**src/rtl/result_display_reader_pkg.sv**
```systemverilog
// Shared types and constants for the LIFO result reader and its 4-digit scanned display.
package result_display_reader_pkg;

  localparam int unsigned OP_W   = 3;
  localparam int unsigned RES_W  = 6;
  localparam int unsigned LIFO_W = OP_W + RES_W;
  localparam int unsigned SCAN_W = 16;
  localparam int unsigned SEG_W  = 8;

  localparam logic [SEG_W-1:0] SEG_BLANK = 8'hFF;
  localparam logic [SEG_W-1:0] SEG_DASH  = 8'hBF;
  localparam logic [SEG_W-1:0] SEG_E     = 8'h86;

  typedef enum logic [1:0] {
    SHOW_NONE      = 2'd0,
    SHOW_VALID     = 2'd1,
    SHOW_EMPTY_ERR = 2'd2
  } show_e;

  typedef enum logic [1:0] {
    ST_IDLE    = 2'd0,
    ST_POP     = 2'd1,
    ST_CAPTURE = 2'd2
  } state_e;

  typedef struct packed {
    logic [OP_W-1:0]  op;
    logic [RES_W-1:0] res;
  } lifo_entry_t;

endpackage

```
**src/rtl/hex_to_seg7.sv**
```systemverilog
// Combinational hex nibble to active-low 7-segment decode, decimal point held off.
module hex_to_seg7 (
  input  logic [3:0] nib_i,
  output logic [7:0] seg_o
);

  always_comb begin
    seg_o = 8'hFF;
    case (nib_i)
      4'h0: seg_o = 8'hC0;
      4'h1: seg_o = 8'hF9;
      4'h2: seg_o = 8'hA4;
      4'h3: seg_o = 8'hB0;
      4'h4: seg_o = 8'h99;
      4'h5: seg_o = 8'h92;
      4'h6: seg_o = 8'h82;
      4'h7: seg_o = 8'hF8;
      4'h8: seg_o = 8'h80;
      4'h9: seg_o = 8'h90;
      4'hA: seg_o = 8'h88;
      4'hB: seg_o = 8'h83;
      4'hC: seg_o = 8'hC6;
      4'hD: seg_o = 8'hA1;
      4'hE: seg_o = 8'h86;
      4'hF: seg_o = 8'h8E;
      default: seg_o = 8'hFF;
    endcase
  end

endmodule

```
**src/rtl/result_display_reader.sv**
```systemverilog
// Pops one LIFO entry per user read rise and shows opcode/result on a scanned 4-digit display.
module result_display_reader
  import result_display_reader_pkg::*;
#(
  parameter int unsigned SCAN_DIV = 4
) (
  input  logic              clk,
  input  logic              reset_n,
  input  logic              read,
  input  logic              lifo_empty,
  input  logic [LIFO_W-1:0] lifo_data,
  output logic              lifo_pop,
  output logic [SEG_W-1:0]  display,
  output logic [3:0]        displayctl
);

  state_e            state_q, state_d;
  show_e             show_q, show_d;
  lifo_entry_t       entry_q, entry_d;
  logic              pop_q, pop_d;
  logic [2:0]        sync_q;
  logic              rd_evt_q;
  logic [SCAN_W-1:0] cnt_q, cnt_d;
  logic [1:0]        idx_q, idx_d;
  logic [3:0]        nib_c;
  logic [SEG_W-1:0]  hex_seg_c;
  logic [SEG_W-1:0]  seg_d;
  logic [SEG_W-1:0]  display_q;
  logic [3:0]        displayctl_q;

  // Synchronize read, then register the rise so it arrives as a clean one-cycle event.
  always_ff @(posedge clk or negedge reset_n) begin
    if (!reset_n) begin
      sync_q   <= '0;
      rd_evt_q <= 1'b0;
    end else begin
      sync_q   <= {sync_q[1:0], read};
      rd_evt_q <= sync_q[1] & ~sync_q[2];
    end
  end

  always_ff @(posedge clk or negedge reset_n) begin
    if (!reset_n) state_q <= ST_IDLE;
    else          state_q <= state_d;
  end

  always_comb begin
    state_d = state_q;
    pop_d   = 1'b0;
    show_d  = show_q;
    entry_d = entry_q;
    case (state_q)
      ST_IDLE: begin
        if (rd_evt_q) begin
          if (!lifo_empty) begin
            state_d = ST_POP;
            pop_d   = 1'b1;
          end else begin
            show_d = SHOW_EMPTY_ERR;
          end
        end
      end
      ST_POP:     state_d = ST_CAPTURE;
      ST_CAPTURE: begin
        entry_d = lifo_entry_t'(lifo_data);
        show_d  = SHOW_VALID;
        state_d = ST_IDLE;
      end
      default:    state_d = ST_IDLE;
    endcase
  end

  always_ff @(posedge clk or negedge reset_n) begin
    if (!reset_n) begin
      pop_q   <= 1'b0;
      show_q  <= SHOW_NONE;
      entry_q <= '0;
    end else begin
      pop_q   <= pop_d;
      show_q  <= show_d;
      entry_q <= entry_d;
    end
  end

  always_comb begin
    cnt_d = cnt_q + SCAN_W'(1);
    idx_d = idx_q;
    if (cnt_q == SCAN_W'(SCAN_DIV - 1)) begin
      cnt_d = '0;
      idx_d = idx_q + 2'd1;
    end
  end

  // Digit 3 carries the opcode, digits 1..0 the result split as 2+4 bits.
  always_comb begin
    case (idx_q)
      2'd3:    nib_c = {1'b0, entry_q.op};
      2'd1:    nib_c = {2'b00, entry_q.res[5:4]};
      2'd0:    nib_c = entry_q.res[3:0];
      default: nib_c = 4'h0;
    endcase
  end

  hex_to_seg7 u_hex_to_seg7 (
    .nib_i (nib_c),
    .seg_o (hex_seg_c)
  );

  always_comb begin
    seg_d = SEG_DASH;
    case (show_q)
      SHOW_VALID:     seg_d = (idx_q == 2'd2) ? SEG_BLANK : hex_seg_c;
      SHOW_EMPTY_ERR: seg_d = (idx_q == 2'd3) ? SEG_E : SEG_DASH;
      default:        seg_d = SEG_DASH;
    endcase
  end

  always_ff @(posedge clk or negedge reset_n) begin
    if (!reset_n) begin
      cnt_q        <= '0;
      idx_q        <= '0;
      display_q    <= SEG_DASH;
      displayctl_q <= 4'b1110;
    end else begin
      cnt_q        <= cnt_d;
      idx_q        <= idx_d;
      display_q    <= seg_d;
      displayctl_q <= ~(4'b0001 << idx_q);
    end
  end

  assign lifo_pop   = pop_q;
  assign display    = display_q;
  assign displayctl = displayctl_q;

endmodule

```
**config.mk**
```make
export PLATFORM = sky130hd
export DESIGN_NAME = result_display_reader
export DESIGN_NICKNAME = d
export VERILOG_FILES = /design/src/rtl/result_display_reader_pkg.sv /design/src/rtl/hex_to_seg7.sv /design/src/rtl/result_display_reader.sv
export SDC_FILE = /design/constraint.sdc
export NUM_CORES = 1
export LEC_CHECK = 0
export ABC_CLOCK_PERIOD_IN_PS = 4800
export CAP_MARGIN = 20
export CORE_MARGIN = 4
export CORE_UTILIZATION = 42
export CTS_CLUSTER_SIZE = 30
export DETAILED_ROUTE_END_ITERATION = 10
export HOLD_SLACK_MARGIN = 0.12
export MAX_ROUTING_LAYER = met4
export PLACE_DENSITY = 0.6
export REMOVE_ABC_BUFFERS = 1
export SYNTH_ARGS = -nofsm -noshare
export SYNTH_HDL_FRONTEND = slang
export SYNTH_SLANG_ARGS = --single-unit
```
**constraint.sdc**
```tcl
create_clock -name clk -period 4.8 [get_ports clk]
set_input_delay 0.96 -clock clk [delete_from_list [all_inputs] [get_ports clk]]
set_output_delay 0.96 -clock clk [all_outputs]
set_load 0.01 [all_outputs]
```
==> results of run 1 <==
[worst max path at each step]
stage,startpoint,to,cells after the start
3_3_place_gp,idx_q[0],display[1],9
3_5_place_dp,idx_q[0],display[1],9
6_report,idx_q[0],display[1],9
4_1_cts,idx_q[0],display[1],9
2_1_floorplan,idx_q[0],display[1],9
5_1_grt,idx_q[0],display[1],9
[cells in the mapped netlist, types with 2 or more instances]
master     n  area share (%)
inv_1     11             1.9
dfrtp_1   38              43
nor4_1     3            0.85
mux2i_1    2            0.90
a31oi_1    3            0.85
and3_1     2            0.56
nor2b_1    4             1.1
a211oi_1   3             1.0
xnor2_1    9             3.6
a21oi_1    4            0.90
nand2_1   10             1.7
a222oi_1   2            0.90
and4_1     4             1.6
nor2_1    11             1.9
nand2b_1   2            0.56
nor3_1     3            0.68
nor4b_1    4             1.6
ha_1      14             7.9
mux2_2    10             5.1
nand3_1    7             1.6
buf_2      3            0.68
o21ai_0    4            0.90
xor2_1     5             2.0
dfstp_2    9              11
a21o_1     2            0.68
[metrics by stage]
| stage | setup slack [ns] | cell area, um^2 |
|---|---|---|
| finish | 2.03 | 2640 |
| global placement | 2.26 | 2500 |
| CTS | 2.03 | 2620 |
| global route | 1.89 | 2640 |
| floorplan | 2.37 | 2180 |
| detailed placement | 2.06 | 2500 |
[cell families after synthesis]
group	synth area share, %
buf+inv	3.55
simple gates	15.6
xor+xnor	5.52
other cells	0.169
compound gates	7.78
fa+ha+maj	7.89
flops	53.5
mux	5.98
[worst register-to-register path: cells and delay by family (launching register included)]
| kind | cells | cell delay, ns |
|---|---|---|
| compound gates | 2 | 0.75 |
| fa+ha+maj | 2 | 0.54 |
| flops | 1 | 0.39 |
| buf+inv | 2 | 0.27 |
| simple gates | 3 | 0.76 |
[flip-flops by register name (all words and copies together) (netlist names)]
name        cells
entry_q         9
idx_q           2
sync_q          3
lifo_pop        1
cnt_q          16
displayctl      4
show_q          2
state_q         2
display         7
rd_evt_q        1
[power by group through the flow]
stage | combinational, mW | sequential, mW | clock (mW)
2_1_floorplan | 0.142 | 0.504 | 0
3_5_place_dp | 0.258 | 0.497 | 0
3_3_place_gp | 0.253 | 0.497 | 0
5_1_grt | 0.285 | 0.495 | 0.321
6_report | 0.261 | 0.488 | 0.292
4_1_cts | 0.259 | 0.489 | 0.303
[area by class of cell]
| class | instances | share of cell area, % |
|---|---|---|
| timing repair buffer | 25 | 9.66 |
| tap | 70 | 3.31 |
| multi-input combinational | 124 | 36.1 |
| sequential | 47 | 44.9 |
| clock inverter | 2 | 1.33 |
| clock buffer | 6 | 3.13 |
| inverter | 11 | 1.56 |
[routing by layer]
metal	vias to the layer above	routed length (um)	track usage, %
li1	706	-	-
met1	744	1920	17.0
met2	25	1950	23.2
met3	4	141	3.36
met4	0	35	6.08
met5	-	0	-
==> metrics.txt, run 1 <==
Worst Path Max Fanout=6; CP max-delay cell=a222oi_1; core area=about 5000 um^2; Area Growth Syn to Fin=19.1%; H-tree levels=2; Final min period=about 2.8 ns; io pins=26; Post-Synthesis Cells=~190; TritonCTS Buffers=5; Clock Skew=~0.0071 ns; first-pass GRT wire length=slightly below 7000 um; footprint of the multi-input gates=953 um^2; Req. time, crit path=about 5.0 ns; final WL=a little over 4000 um; FF/Latch Area=1190 um^2; max-cap violations=0; Mapped Area=~2200 um^2; hold path endpoint=sync_q[1]; Post-route DRC=0; vias in the first global route=1,544; sequential fraction of the synthesis area=53.5%; CTS Buffer Depth=2; # fillers=451; CP endpoint kind=flip-flop; leakage=1.18 nW; Global Route Usage Sum=between 10% and 20%; antenna violations before repair=0; RSZ-0062 raised after global routing=no; fraction of power spent switching nets=around a quarter; CTS tree=done; Primary FF master, synth=dfrtp_1; r2r setup slk=2.03 ns; FFs w/ async S/R, synth=100%; Tcrit/Tclk final=around 58%; Rel. slew slack=39.2%; Avg WL per Cell=between 10 and 15 um; max incr delay on CP=approximately 0.53 ns; ant diodes=0; worst-skew pair later-pin latency=between 0.2 and 0.3 ns; die height=a little over 80 um; sequential share of power=a little under half; total gr overflow=0; Die Width=between 80 and 90 um; Combinational Power Share=about a quarter; drt via density=just over 5; final number of max-transition violations=0; gpl congestion=just under 0.9; reg-to-reg critical path endpoint=display[1]; ratio of cells with drive above 1 in the final layout=~16%; internal power=around 0.76 mW; switching power=~0.28 mW; antenna viol nets, final=0; most frequent cells in the layout=38 x dfrtp_1, 23 x clkdlybuf4s50_1, 14 x ha_1; hold buffers post-CTS=0; syn avg cell area=roughly 12 um^2; Top delay family on crit path=simple AND/OR/NAND/NOR gates; PnR Total Power=approximately 1.0 mW; Worst Path Class, Setup=flip-flop to flip-flop; cts repair resizes=0; post-CTS setup buffers=0; clock share of power=between 20% and 30%; Port Buf Inserts=24; worst hold start=sync_q[0]; Initial Util=roughly 43%; worst hold path class=flip-flop to flip-flop; Fin Setup TNS=0 ns; placed cells=276; Rows=26; Hold WS=about 0.36 ns; Hold Crit Depth=0; CP startpoint kind=flip-flop; Reg2Reg Launch Point=idx_q[0]; Layout Cells excl Fill=~290; Final Util=just over 50%; Pwr Density=394 nW/um^2; Peak supply drop=between 150 and 200 uV; WP data arrival=~3 ns; Final nets=241; clock-pin slew on the worst setup and hold paths=approximately 0.08 ns; First DRT Iteration DRCs=between 50 and 60; CTS Root Cell=clkbuf_8; Synth cell types=44; die area=between 6000 and 7000 um^2; CTS sink count=47; run status=complete, no violations; commonest non-fill, non-tap cell in the layout=dfrtp_1; WP buf/inv=2; #FFs+latches synth=47; setup violators final=0; Final Hold Vio Count=0; post-DP HPWL=2980 um; Post-synth EDFFs=0; Max Clock Freq=0.361 GHz; largest net degree at the start of global routing=48; Reg2Reg Depth=9; Vias=between 1,000 and 1,500; worst path cell trace=inv_1 -> ha_1 -> a222oi_1 -> nor2_1 -> inv_1 -> ha_1 -> or4_4 -> a21bo_1 -> nand3_2; Synthesis Warnings=0; drt pass-1 iters=4; Least-Margin Pin Slew=~0.91 ns
Power figures use the tool's default switching activity.
==> inputs of run 2 (changes only) <==
- ABC_CLOCK_PERIOD_IN_PS: 4800 -> 2400
- PLACE_DENSITY: 0.6 -> 0.62
- clock period: 4.8 -> 2.4 ns (I/O delays scaled with it)
==> run 2 against run 1 <==
  * Critical path type unchanged
  * Largest cell class unchanged
  * Clock skew grew 0.0024 ns
  * Clock-buffer cell count grew 1
  * Flip-flop and latch count unchanged
==> metrics.txt, run 2 (same netlist as run 1, synthesis figures left out) <==
run status=complete, no violations; max FFs per register=16 (unchanged); CTS Root Cell=clkbuf_8; Clock Skew=0.00946 ns (+0.00241 ns); DP Worst Slack=-0.000587 ns (-2.06 ns); fraction of power spent switching nets=27.2% (+0.52 points); CP endpoint kind=flip-flop; final number of max-transition violations=0 (unchanged); drt via density=5.03 (-3.0%); Rel. slew slack=60.5% (+21 points); Final Hold Vio Count=0 (unchanged); footprint of the multi-input gates=990 um^2 (+3.8%); worst hold start=sync_q[0]; gpl congestion=0.805 (-8.6%); io pins=26 (unchanged); Rows=26 (unchanged); CP startpoint kind=flip-flop; placed instance area=2590 um^2 (+3.6%); internal power=1.49 mW (+95%); Least-Margin Pin Slew=0.593 ns (-0.317 ns); worst-skew pair later-pin latency=0.29 ns (about the same); CTS tree=done; leakage=1.24 nW (+5.1%); most frequent cells in the layout=38 x dfrtp_1, 23 x clkdlybuf4s50_1, 16 x buf_4; switching power=0.557 mW (+100%); # fillers=471 (+4.4%); Post-route DRC=0 (unchanged); TritonCTS Buffers=5 (unchanged); RSZ-0062 raised after global routing=yes; Worst Path Max Fanout=3 (-3); total gr overflow=0 (unchanged); Initial Util=43.5% (unchanged); drt pass-1 iters=4 (unchanged); largest register by flop count=cnt_q; CTS sink count=47 (unchanged); post-DP HPWL=3150 um (+5.9%); Tcrit/Tclk final=98.4% (+41 points); Vias=1,515 (+2.4%); Combinational Power Share=27.7% (+2.7 points); Max Clock Freq=0.423 GHz (+17%); core area=5110 um^2 (unchanged); die height=80.7 um (unchanged); antenna viol nets, final=0 (unchanged); final WL=4050 um (+0.22%); vias in the first global route=1,637 (+6.0%); ratio of cells with drive above 1 in the final layout=25.1% (+8.8 points); Area Growth Syn to Fin=25.0%; worst hold path class=flip-flop to flip-flop; antenna violations before repair=0 (unchanged); CTS Buffer Depth=2 (unchanged); Final nets=257 (+6.6%); commonest non-fill, non-tap cell in the layout=dfrtp_1; setup violators final=0 (unchanged); ant diodes=0 (unchanged); clock share of power=24.7% (-3.4 points); Avg WL per Cell=13.5 um (-5.1%); max-cap violations=0 (unchanged); Req. time, crit path=2.63 ns (-2.41 ns); largest net degree at the start of global routing=22 (-54%); Pwr Density=738 nW/um^2 (+87%); Final min period=2.36 ns (-0.407 ns); Worst Path Class, Setup=flip-flop to flip-flop; first-pass GRT wire length=7040 um (+1.4%); max incr delay on CP=0.52 ns (about the same); final instance area=2780 um^2 (+5.0%); clock-pin slew on the worst setup and hold paths=0.08 ns (about the same); First DRT Iteration DRCs=80 (+51%); Die Width=80.7 um (unchanged); FF/Latch Area=1190 um^2 (unchanged); CP max-delay cell=or4_4; Setup crit start=idx_q[0]; H-tree levels=2 (unchanged); worst path cell trace=buf_4 -> ha_2 -> a222oi_1 -> nor2_1 -> inv_1 -> ha_1 -> or4_4 -> a21bo_1 -> nand3_2; Peak supply drop=342 uV (+72%); die area=6510 um^2 (unchanged); Reg2Reg Launch Point=idx_q[0]; WP data arrival=2.60 ns (-0.41 ns); sequential share of power=47.5% (+0.6 points); Global Route Usage Sum=14.5% (+0.22 points); Port Buf Inserts=24 (unchanged); setup ws final=0.0381 ns (-1.99 ns)
-- run 2: worst paths after layout --
check | depth (start not counted) | end | slack [ns]
setup reg to reg | 9 | display[1] | 0.04
hold reg to reg | 0 | sync_q[1] | 0.36
max in group asynchronous | 3 | display[4] | 1.12
setup / recovery | 9 | display[1] | 0.04
min in group asynchronous | 2 | rd_evt_q | 0.66
hold / removal | 0 | sync_q[1] | 0.36
-- run 2: cell type report --
cell class / count / share of cell area, %
clock buffers: 7 / 3.47
repair buffers: 41 / 13.2
inverters: 11 / 1.49
well taps: 70 / 3.16
clock inverters: 1 / 0.271
flip-flops and latches: 47 / 42.8
multi-input cells: 124 / 35.7
-- run 2: power groups by stage --
stage / Clock, mW / Sequential, mW / Combinational, mW
2_1_floorplan: 0 / 1.01 / 0.284
3_3_place_gp: 0 / 0.989 / 0.537
3_5_place_dp: 0 / 0.991 / 0.543
4_1_cts: 0.524 / 0.975 / 0.547
5_1_grt: 0.557 / 0.989 / 0.630
6_report: 0.506 / 0.973 / 0.568
-- run 2: critical path, delay by kind of cell (launching register included) --
| kind | cells | cell delay [ns] |
|---|---|---|
| flip-flops | 1 | 0.42 |
| adder cells (fa/ha/maj) | 2 | 0.41 |
| buffers and inverters | 2 | 0.25 |
| AO/OA/AOI/OAI | 2 | 0.52 |
| AND/OR/NAND/NOR | 3 | 0.72 |
-- run 2: what timing repair did --
action                                  4_1_cts  5_1_grt
endpoints found under the setup margin        1        4
buffers inserted                              3        1
endpoints found under the hold margin         7        0
hold buffers                                  1        0
pin swaps                                     1        6
resized for setup                             1       10
-- run 2: per-stage QoR --
stage / total power, mW / utilization, % / std cells / TNS, ns / hold slack (ns)
2_1_floorplan: 1.29 / - / 182 / -0.0306 / 0.184
4_1_cts: 2.05 / 53.5 / 300 / 0 / 0.365
3_5_place_dp: 1.53 / 50.8 / 288 / -0.000587 / 0.336
6_report: 2.05 / 54.3 / 301 / 0 / 0.361
3_3_place_gp: 1.53 / 50.8 / 288 / 0 / 0.342
5_1_grt: 2.18 / 54.3 / 301 / -0.0979 / 0.374
-- run 2: layer usage --
layer	up-vias	wire length (um)	GRT usage [%]
li1	742	-	-
met1	739	1620	14.7
met2	27	2230	26.8
met3	7	147	3.36
met4	0	57	5.74
met5	-	0	-
